$ cat src/rtl/store_unit_pkg.sv
// Shared store-path definitions: dm_* access-size encoding, byte-enable width
// and the lane aligner used by the store buffer (and reusable by the load path).
package store_unit_pkg;

  localparam logic [2:0] dm_word              = 3'd0;
  localparam logic [2:0] dm_halfword          = 3'd1;
  localparam logic [2:0] dm_halfword_unsigned = 3'd2;
  localparam logic [2:0] dm_byte              = 3'd3;
  localparam logic [2:0] dm_byte_unsigned     = 3'd4;

  localparam int BE_W = 4;

  typedef struct packed {
    logic [31:0]     wdata;
    logic [BE_W-1:0] be;
    logic            err;
  } align_t;

  // Replicate the narrow operand across every lane; the enables select the real one.
  function automatic align_t align_store(input logic [2:0]  dm,
                                         input logic [1:0]  bias,
                                         input logic [31:0] data);
    align_t r;
    r = '0;
    case (dm)
      dm_word: begin
        r.wdata = data;
        r.be    = 4'b1111;
        r.err   = (bias != 2'd0);
      end
      dm_halfword, dm_halfword_unsigned: begin
        r.wdata = {2{data[15:0]}};
        r.be    = 4'b0011 << bias;
        r.err   = bias[0];
      end
      dm_byte, dm_byte_unsigned: begin
        r.wdata = {4{data[7:0]}};
        r.be    = 4'b0001 << bias;
        r.err   = 1'b0;
      end
      default: r.err = 1'b1;
    endcase
    return r;
  endfunction

endpackage

$ cat src/rtl/store_align.sv
// Combinational dm_ctrl + address bias to lane-aligned write data, byte
// enables and a misaligned/illegal flag.
module store_align
  import store_unit_pkg::*;
(
  input  logic [2:0]      i_dm_ctrl,
  input  logic [1:0]      i_bias,
  input  logic [31:0]     i_data,
  output logic [31:0]     o_wdata,
  output logic [BE_W-1:0] o_be,
  output logic            o_err
);

  align_t w_res;

  assign w_res   = align_store(i_dm_ctrl, i_bias, i_data);
  assign o_wdata = w_res.wdata;
  assign o_be    = w_res.be;
  assign o_err   = w_res.err;

endmodule

$ cat src/rtl/store_unit.sv
// Store buffer: aligns MEM-stage stores into byte lanes, queues them in a
// small FIFO, drains to data memory and flags loads that hit a pending word.
module store_unit
  import store_unit_pkg::*;
#(
  parameter int DEPTH  = 4,
  parameter int ADDR_W = 32
) (
  input  logic              clk,
  input  logic              rst,
  input  logic              st_valid,
  input  logic [ADDR_W-1:0] st_addr,
  input  logic [31:0]       st_data,
  input  logic [2:0]        dm_ctrl,
  output logic              st_ready,
  output logic              st_err,
  input  logic              ld_valid,
  input  logic [ADDR_W-1:0] ld_addr,
  output logic              ld_hazard,
  output logic              mem_we,
  input  logic              mem_ready,
  output logic [ADDR_W-1:0] mem_addr,
  output logic [31:0]       mem_wdata,
  output logic [BE_W-1:0]   mem_be,
  output logic              empty
);

  localparam int PTR_W = $clog2(DEPTH);
  localparam int CNT_W = PTR_W + 1;
  localparam int WA_W  = ADDR_W - 2;
  localparam logic [CNT_W-1:0] FULL_CNT = CNT_W'(DEPTH);

  logic [31:0]     w_wdata;
  logic [BE_W-1:0] w_be;
  logic            w_err;
  logic            w_full;
  logic            w_empty;
  logic            w_push;
  logic            w_pop;
  logic            w_hazard;
  logic            w_unused_ld;

  logic [PTR_W-1:0] r_wr_ptr;
  logic [PTR_W-1:0] r_rd_ptr;
  logic [CNT_W-1:0] r_count;

  logic [WA_W-1:0]  r_addr  [DEPTH];
  logic [31:0]      r_wdata [DEPTH];
  logic [BE_W-1:0]  r_be    [DEPTH];

  store_align u_align (
    .i_dm_ctrl (dm_ctrl),
    .i_bias    (st_addr[1:0]),
    .i_data    (st_data),
    .o_wdata   (w_wdata),
    .o_be      (w_be),
    .o_err     (w_err)
  );

  assign w_full   = (r_count == FULL_CNT);
  assign w_empty  = (r_count == '0);
  assign st_ready = ~w_full;
  assign st_err   = st_valid & w_err;
  // No full-buffer bypass: a same-cycle pop does not free a slot for this push.
  assign w_push   = st_valid & ~w_full & ~w_err;
  assign w_pop    = ~w_empty & mem_ready;

  always_ff @(posedge clk or posedge rst) begin
    if (rst) begin
      r_wr_ptr <= '0;
      r_rd_ptr <= '0;
      r_count  <= '0;
    end else begin
      if (w_push) r_wr_ptr <= r_wr_ptr + 1'b1;
      if (w_pop)  r_rd_ptr <= r_rd_ptr + 1'b1;
      case ({w_push, w_pop})
        2'b10:   r_count <= r_count + 1'b1;
        2'b01:   r_count <= r_count - 1'b1;
        default: r_count <= r_count;
      endcase
    end
  end

  always_ff @(posedge clk) begin
    if (w_push) begin
      r_addr[r_wr_ptr]  <= st_addr[ADDR_W-1:2];
      r_wdata[r_wr_ptr] <= w_wdata;
      r_be[r_wr_ptr]    <= w_be;
    end
  end

  // Head fields are zeroed while empty so stale storage never reaches the bus.
  assign mem_we    = ~w_empty;
  assign empty     = w_empty;
  assign mem_addr  = w_empty ? '0 : {r_addr[r_rd_ptr], 2'b00};
  assign mem_wdata = w_empty ? '0 : r_wdata[r_rd_ptr];
  assign mem_be    = w_empty ? '0 : r_be[r_rd_ptr];

  // An entry is live when its distance from the head is below count.
  always_comb begin
    logic [PTR_W-1:0] off;
    w_hazard = 1'b0;
    for (int i = 0; i < DEPTH; i++) begin
      off = PTR_W'(i) - r_rd_ptr;
      if (({1'b0, off} < r_count) && (r_addr[i] == ld_addr[ADDR_W-1:2]))
        w_hazard = 1'b1;
    end
  end

  assign ld_hazard   = ld_valid & w_hazard;
  assign w_unused_ld = ^ld_addr[1:0];

endmodule

$ cat config.mk
export PLATFORM = sky130hd
export DESIGN_NAME = store_unit
export DESIGN_NICKNAME = d
export VERILOG_FILES = /design/src/rtl/store_unit_pkg.sv /design/src/rtl/store_align.sv /design/src/rtl/store_unit.sv
export SDC_FILE = /design/constraint.sdc
export NUM_CORES = 1
export LEC_CHECK = 0
export CAP_MARGIN = 10
export CORE_UTILIZATION = 55
export CTS_BUF_LIST = sky130_fd_sc_hd__clkbuf_8
export DETAILED_ROUTE_END_ITERATION = 10
export GPL_ROUTABILITY_DRIVEN = 1
export PLACE_DENSITY_LB_ADDON = 0.05
export SLEW_MARGIN = 0
export SYNTH_ARGS = -nofsm -noshare
export SYNTH_HDL_FRONTEND = slang
export SYNTH_SLANG_ARGS = --single-unit
$ cat constraint.sdc
create_clock -name clk -period 4.55 [get_ports clk]
set_clock_uncertainty 0.05 [all_clocks]
set_input_delay 1.1375 -clock clk [delete_from_list [all_inputs] [get_ports clk]]
set_output_delay 1.1375 -clock clk [all_outputs]
set_load 0.05 [all_outputs]
==> results.txt, run 1 <==
* Result of the run: complete, no violations
- The max-slew violation count was 0.
* Instance count after placement with tap cells included: 1,246
- Net switching power figure: 3.91 mW
* First-pass GRT wire length: around 47 mm
- The die is roughly 150 um wide.
- Largest family of logic cells by synthesized area: multiplexers
- The worst setup path is of the primary input to primary output kind.
* Initial antenna violation count: 3
- Internal portion of total power: just under 6 mW
* DRC: 0
* Yosys warning total: 0
* Post-synth EDFFs: about 260
- The die covers ~24,000 um^2.
- After filler insertion, the fill cell instance count of the layout stands at approximately 1.6k.
- Using the TritonRoute via totals, the vias-per-cell ratio works out to between 5 and 6.
- The cell family contributing the most delay on the critical path is buffers and inverters.
* Violation count after the first detailed-route iteration: roughly 450
- Number of buffers inserted by port buffering: around 170
* Main flop type after synthesis: edfxtp_1
- Mux contribution to synthesized area: 0.132
- In the final layout, the share of cells above drive strength 1 is 0.175.
- The total overflow left after global routing is 0.
- Count of pins on the block boundary: around 180
- Clock slew seen by the registers of the worst setup and hold paths: approximately 0.06 ns
* Count of buffers added by post-CTS timing repair for setup: 0
- Sum of routed wire segments on met1: between 10 and 15 mm
* DR pass1 iterations: 5
- Post-route ant nets: 0
* Root Buffer Master: clkbuf_8
* Endpoints failing hold: 0
- Power density of the placed cells: ~620 nW/um^2
* Series of cell instances along the critical path: clkdlybuf4s50_1, xor2_1, nor4_2, buf_4, nand4_1, a2111oi_2, or4_4, buf_12
- The clock net in this run drives a total of ~270 sinks.
* Critical Path Fanout Max: 4
* Setup TNS Final: 0 ns
- Largest vdd supply drop: between 500 and 600 uV
- The design draws ~9.7 mW.
- DP Wirelength: around 21 mm
- Number of maximum-capacitance constraint violations: 0
- Clock tree from TritonCTS: yes
* Highest clock rate: approximately 220 MHz
- Of the total synthesized cell area, the portion taken by XOR and XNOR cells is 0.0878.
- Setup violations remaining at the end of the flow were counted as 0.
* Syn Inst Count: 787
- Together, buffers and inverters on the worst path number 3.
- Summed over all nets, wire length on met2 after detailed routing comes to around 15 mm.
- In this run the cell area of the synthesized design comes to ~13,000 um^2.
* Vias in the first global route: around 8.0k
* Highest layer used for signal routing: met5
- Routability-driven placement finished with a final weighted congestion of just under 1.
- Post-detailed-routing wire length: approximately 30 mm
- Synthesis instantiated 43 different standard cells from the library.
- The detailed router placed around 7.5k vias in this run.
* Critical-path cell with the highest stage delay: clkdlybuf4s50_1
- Core outline area: approximately 23,000 um^2
- Slew at the pin closest to its max-slew limit: about 0.66 ns
- Share of the synthesized area in compound gates (AO/OA/AOI/OAI): 0.0349
* Arr. time, crit path: 3.28 ns
- Portion of total power attributed to combinational logic: 0.469
* Clock insertion delay at the later pin of the skew report: ~0.53 ns
* Num CTS Buffers: 44
* Switching part of the total power: 0.401
- Of the total power, the clock network draws 0.193.
- Count of nets after finishing: roughly 1.1k
- Met3 Wirelength: approximately 1.8 mm
* Sequential cell area fraction in the yosys report: 0.639
- The worst path in the final design needs a cycle of 4.46 ns, including I/O delays and setup.
- Largest net degree at the start of global routing: between 40 and 50
- The initial utilization of the core area, before any placement, comes to 0.560.
* Mean post-synth cell area: 16.1 um^2
- The largest single stage delay on the critical path is 0.61 ns.
* Share of total power in sequential cells: 0.337
* Share of synthesized registers carrying an async set or reset: 0.0258
- Startpoint kind of the worst setup timing path: primary input
* Maximum count of clock buffers along a single path: 3
- Of the total synthesized cell area, the portion taken by full adders, half adders and majority gates is 0.0113.
* Data required time at the worst endpoint: around 3.4 ns
* Number of placement rows: 55
- Classification of the worst-slack hold path: flip-flop to flip-flop
- Static leakage: 5.46 nW
- Across every metal layer, demand over resource in global routing totals 0.266.
- Synthesis-stage register bit count: ~270
* Non-filler cells in the finished layout: 1,324
- In this run the vertical extent of the chip is about 150 um.
- Of the available clock period, the critical path in the final layout requires 0.981.
- In this run the number of H-tree levels came out at 2.
- STA classifies the critical path endpoint as a primary output.
- Routed WL per cell: approximately 23 um
- Relative to the synthesized area, the layout overhead comes to 24.5%.
* Slew headroom: 0.557
- Simple-gate portion of the synthesized area: 0.0752
path summary, 6_finish.rpt:
kind	start	to	slack, ns	depth (start not counted)
worst min register to register	r_count[0]	r_count[0]	0.47	1
worst min-delay path	r_count[0]	r_count[0]	0.47	1
max in group asynchronous	rst	r_rd_ptr[0]	3.39	2
worst max register to register	r_count[1]	r_count[2]	2.08	11
min in group asynchronous	rst	r_rd_ptr[1]	0.79	2
worst max-delay path	ld_addr[16]	ld_hazard	0.09	8
timing repair:
item / CTS / global route
resized for setup: 0 / 8
hold buffers: 0 / 0
setup endpoints to repair: 0 / 1
power by group through the flow:
| stage | registers [mW] | clock network (mW) | logic [mW] |
|---|---|---|---|
| after global placement | 3.32 | 0 | 4.56 |
| after CTS | 3.29 | 1.93 | 4.60 |
| after global routing | 3.32 | 2.04 | 4.80 |
| after detailed placement | 3.34 | 0 | 4.58 |
| final | 3.29 | 1.88 | 4.57 |
| after floorplan | 3.20 | 0 | 3.21 |
logic make-up (layout without fill, tap and decap cells):
group,count (synthesis),after routing
mux,83,83
xor+xnor,127,127
compound gates,76,76
flops,271,271
buf+inv,54,304
simple gates,164,164
fa+ha+maj,11,11
other cells,1,3
placed cells by master (no fill, tap or decap), types with 12 or more instances in the layout:
| cell | count |
|---|---|
| mux4_2 | 66 |
| inv_1 | 27 |
| nor2b_1 | 75 |
| a21oi_1 | 24 |
| o21ai_1 | 27 |
| clkbuf_8 | 45 |
| nand2_1 | 22 |
| xor2_1 | 115 |
| clkdlybuf4s50_1 | 170 |
| xnor2_1 | 12 |
| buf_4 | 33 |
| edfxtp_1 | 264 |
| nor4_1 | 21 |
layout make-up:
cell class | count | area, um^2 | area share
Antenna cell | 1 | 2.50 | 0.000159
Timing Repair Buffer | 211 | 2110 | 0.134
Multi-Input combinational cell | 463 | 4370 | 0.277
Tap cell | 285 | 357 | 0.0226
Sequential cell | 271 | 8110 | 0.514
Clock buffer | 45 | 619 | 0.0392
Inverter | 16 | 60.1 | 0.00381
Clock inverter | 32 | 161 | 0.0102
flip-flops by register name, indices dropped and copies added (netlist names):
signal / cells
r_wdata: 128
r_addr: 120
r_be: 16
r_count: 3
r_rd_ptr: 2
r_wr_ptr: 2
stage by stage:
stage | worst slack, ns | instance area [um^2] | utilization | hold WS (ns)
after floorplan | 0.545 | 12700 | - | 0.418
after detailed placement | 0.0657 | 15000 | 0.661 | 0.462
final | 0.0864 | 15800 | 0.697 | 0.469
after global routing | -0.00825 | 15800 | 0.697 | 0.486
after global placement | 0.0209 | 15000 | 0.661 | 0.437
after CTS | 0.0385 | 15700 | 0.696 | 0.470
per-layer routing:
layer / track usage / vias to the layer above
met4: 0.0852 / 2
met3: 0.0490 / 45
met2: 0.456 / 267
li1: - / 3463
met1: 0.347 / 3755
met5: 0 / -
cells in the mapped netlist, types with 12 or more instances:
cell type,number,share of area
edfxtp_1,264,0.63
a21oi_1,24,0.0095
buf_2,17,0.0067
nor4_1,24,0.012
o21ai_1,27,0.011
nand2_1,22,0.0065
and2_1,14,0.0069
mux4_2,66,0.12
clkbuf_1,13,0.0039
inv_1,12,0.0036
xnor2_1,12,0.0083
xor2_1,115,0.079
nor2b_1,75,0.037
(Power assumes the default switching activity.)
==> inputs of run 2 (changes only) <==
--- a/config.mk
+++ b/config.mk
@@ -10,6 +10,7 @@
 export CTS_BUF_LIST = sky130_fd_sc_hd__clkbuf_8
 export DETAILED_ROUTE_END_ITERATION = 10
 export GPL_ROUTABILITY_DRIVEN = 1
+export MAX_ROUTING_LAYER = met4
 export PLACE_DENSITY_LB_ADDON = 0.05
 export SLEW_MARGIN = 0
 export SYNTH_ARGS = -nofsm -noshare
==> run 2 against run 1 <==
Sequential power about the same. Register-to-register slack worse by 0.31 ns. Combinational power up 0.9%. Wire length up 1.9%. Critical path type unchanged. Critical endpoint unchanged.
==> results.txt, run 2 (synthesis results as in run 1) <==
- The total chip power came to 9.83 mW (+0.89%).
- The overall die area came to 23,700 um^2 (unchanged).
* Slew headroom: 0.601 (+0.0440)
- The post-route DRC violation count was 0 (unchanged).
* Setup crit end kind: primary output
* Instance count after placement with tap cells included: 1,242 (-0.32%)
- The endpoint required time on the critical path was 3.36 ns (about the same).
* Switching part of the total power: 0.401 (about the same)
* Sinks on Clock Net: 271 (unchanged)
* Synthesis-to-finish area growth: 24.6% (about the same)
- The final net count is 1,117 (-0.36%).
- DP Wirelength: 21.4 mm (+1.1%)
- The maximum ir drop on the vdd rail is 514 uV (-0.89%).
* Share of the cycle needed by the critical path after routing: 0.974 (-0.00706)
- TritonCTS built the clock tree.
- The accumulated negative setup slack is 0 ns (unchanged).
- Non-filler cells in the finished layout: 1,320 (-0.30%)
* Share of total power in the clock network: 0.197 (+0.004)
* Setup violators final: 0 (unchanged)
- Result of the run: complete, no violations
* Portion of total power attributed to combinational logic: 0.469 (about the same)
- Total number of vias: 7,681 (+2.0%)
- The routability-driven placement congestion ratio was 0.969 (+0.84%).
- Most frequent standard cell in the layout excluding fill and tap cells: edfxtp_1
* Classification of the worst-slack hold path: flip-flop to flip-flop
- Maximum count of clock buffers along a single path: 3 (unchanged)
* Endpoints failing hold: 0 (unchanged)
- Static leakage: 5.46 nW (about the same)
* DR pass1 iterations: 4 (-1)
* Share of total power in sequential cells: 0.334 (-0.003)
* Arr. time, crit path: 3.24 ns (-0.04 ns)
- Clock tree synthesis selected as its root buffer the cell clkbuf_8.
- The floorplan row count was 55 (unchanged).
- Vias in the first global route: 8,096 (+0.83%)
- Post-Route Utilization: 0.698 (about the same)
- Number of buffers inserted by port buffering: 172 (unchanged)
- The overall global routing resource usage was 0.278 (+0.0111).
- Vertical extent of the die: 154 um (unchanged)
- Startpoint kind of the worst setup timing path: primary input
- Leading registers by flop count: r_wdata (128), r_addr (120), r_be (16)
* Net switching power figure: 3.94 mW (+0.82%)
- Max-slew violation count: 0 (unchanged)
- Core outline area: 22,600 um^2 (unchanged)
- The total internal power came to 5.89 mW (+0.94%).
- Unrepaired setup endpoints after global routing: false
- The total congestion overflow after global routing was 0 (unchanged).
* Ratio of cells with drive above 1 in the final layout: 0.171 (-0.00416)
* Number of maximum-capacitance constraint violations: 0 (unchanged)
- The I/O pin count is 177 (unchanged).
- The worst-margin pin slew is 0.597 ns (-0.0678 ns).
* Flip-flop count of the largest register after layout: 128 (unchanged)
* Clock slew seen by the registers of the worst setup and hold paths: 0.06 ns (about the same)
- Count of buffers added by post-CTS timing repair for setup: 0 (unchanged)
- More flip-flops sit in one register than any other, and that register is r_wdata.
* Clock insertion delay at the later pin of the skew report: 0.54 ns (about the same)
- Routed WL per cell: 23.4 um (+2.3%)
- The floorplan die width is 154 um (unchanged).
* Violation count after the first detailed-route iteration: 462 (+2.2%)
- The initial antenna violation count was 1 (-2).
- Tightest hold margin: 0.491 ns (+0.0228 ns)
- The total wirelength of the detailed-routed design came to 30.8 mm (+1.9%).
* Number of fill cells in the layout: 1,587 (+1.5%)
* Initial Util: 0.560 (unchanged)
* Ratio of routed vias to standard cells: 5.82 (+2.3%)
- CTS HTree Levels: 2 (unchanged)
* Largest net degree at the start of global routing: 52 (+24%)
* First-pass GRT wire length: 46.9 mm (+0.49%)
- Crit path kind: primary input to primary output
* Critical Path Fanout Max: 4 (unchanged)
* Num CTS Buffers: 44 (unchanged)
* Final critical delay including setup and external delays: 4.43 ns (-0.0321 ns)
- The final antenna-violating net count is 0 (unchanged).
* Power density of the placed cells: 622 nW/um^2 (+0.79%)
* Highest clock rate: 226 MHz (+0.72%)
- The top cell types in the final layout, fill and taps aside, are 264 x edfxtp_1, 170 x clkdlybuf4s50_1, 115 x xor2_1, 75 x nor2b_1, 66 x mux4_2.
## run 2: per-stage QoR
step | area (um^2) | setup slack (ns)
finish | 15800 | 0.119
global route | 15800 | 0.00882
floorplan | 12700 | 0.545
global placement | 15000 | 0.0447
CTS | 15800 | 0.0462
detailed placement | 15000 | 0.0591
## run 2: per-layer routing
layer	up-vias	track usage	part of all wire
met2	328	0.456	0.50
met3	48	0.0569	0.074
li1	3447	-	-
met1	3858	0.346	0.39
met5	-	-	0
met4	0	0.0924	0.030
## run 2: repair_timing
item	CTS	global route
hold endpoints to repair	0	0
hold buffers	0	0
resized for setup	0	7
endpoints found under the setup margin	0	1
## run 2: power by group through the flow
| stage | registers [mW] | logic [mW] | clock network, mW |
|---|---|---|---|
| detailed placement | 3.34 | 4.63 | 0 |
| finish | 3.28 | 4.61 | 1.94 |
| CTS | 3.29 | 4.65 | 1.98 |
| global route | 3.31 | 4.85 | 2.09 |
| floorplan | 3.20 | 3.21 | 0 |
| global placement | 3.31 | 4.60 | 0 |
## run 2: path summary, 6_finish.rpt
kind	start	to	slack, ns	depth (start not counted)
max in group asynchronous	rst	r_rd_ptr[0]	3.44	2
max	ld_addr[13]	ld_hazard	0.12	7
min	r_count[0]	r_count[0]	0.49	1
max reg2reg	r_count[0]	r_count[2]	1.77	11
min in group asynchronous	rst	r_rd_ptr[0]	0.77	2
min reg2reg	r_count[0]	r_count[0]	0.49	1
## run 2: final cells by class
| class | count | area (um^2) | share of cell area |
|---|---|---|---|
| tap | 285 | 357 | 0.0226 |
| antenna | 1 | 2.50 | 0.000158 |
| sequential | 271 | 8110 | 0.513 |
| clock buffer | 44 | 606 | 0.0383 |
| multi-input combinational | 463 | 4360 | 0.276 |
| inverter | 16 | 60.1 | 0.00380 |
| clock inverter | 33 | 198 | 0.0125 |
| timing repair buffer | 207 | 2100 | 0.133 |
## run 2: worst max-delay path: stages
cell and delay (ns):
clkdlybuf4s50_1 0.51, xor2_1 0.21, nor4_1 0.55, nand3_1 0.21, a2111oi_2 0.27, or4_4 0.22, buf_12 0.13
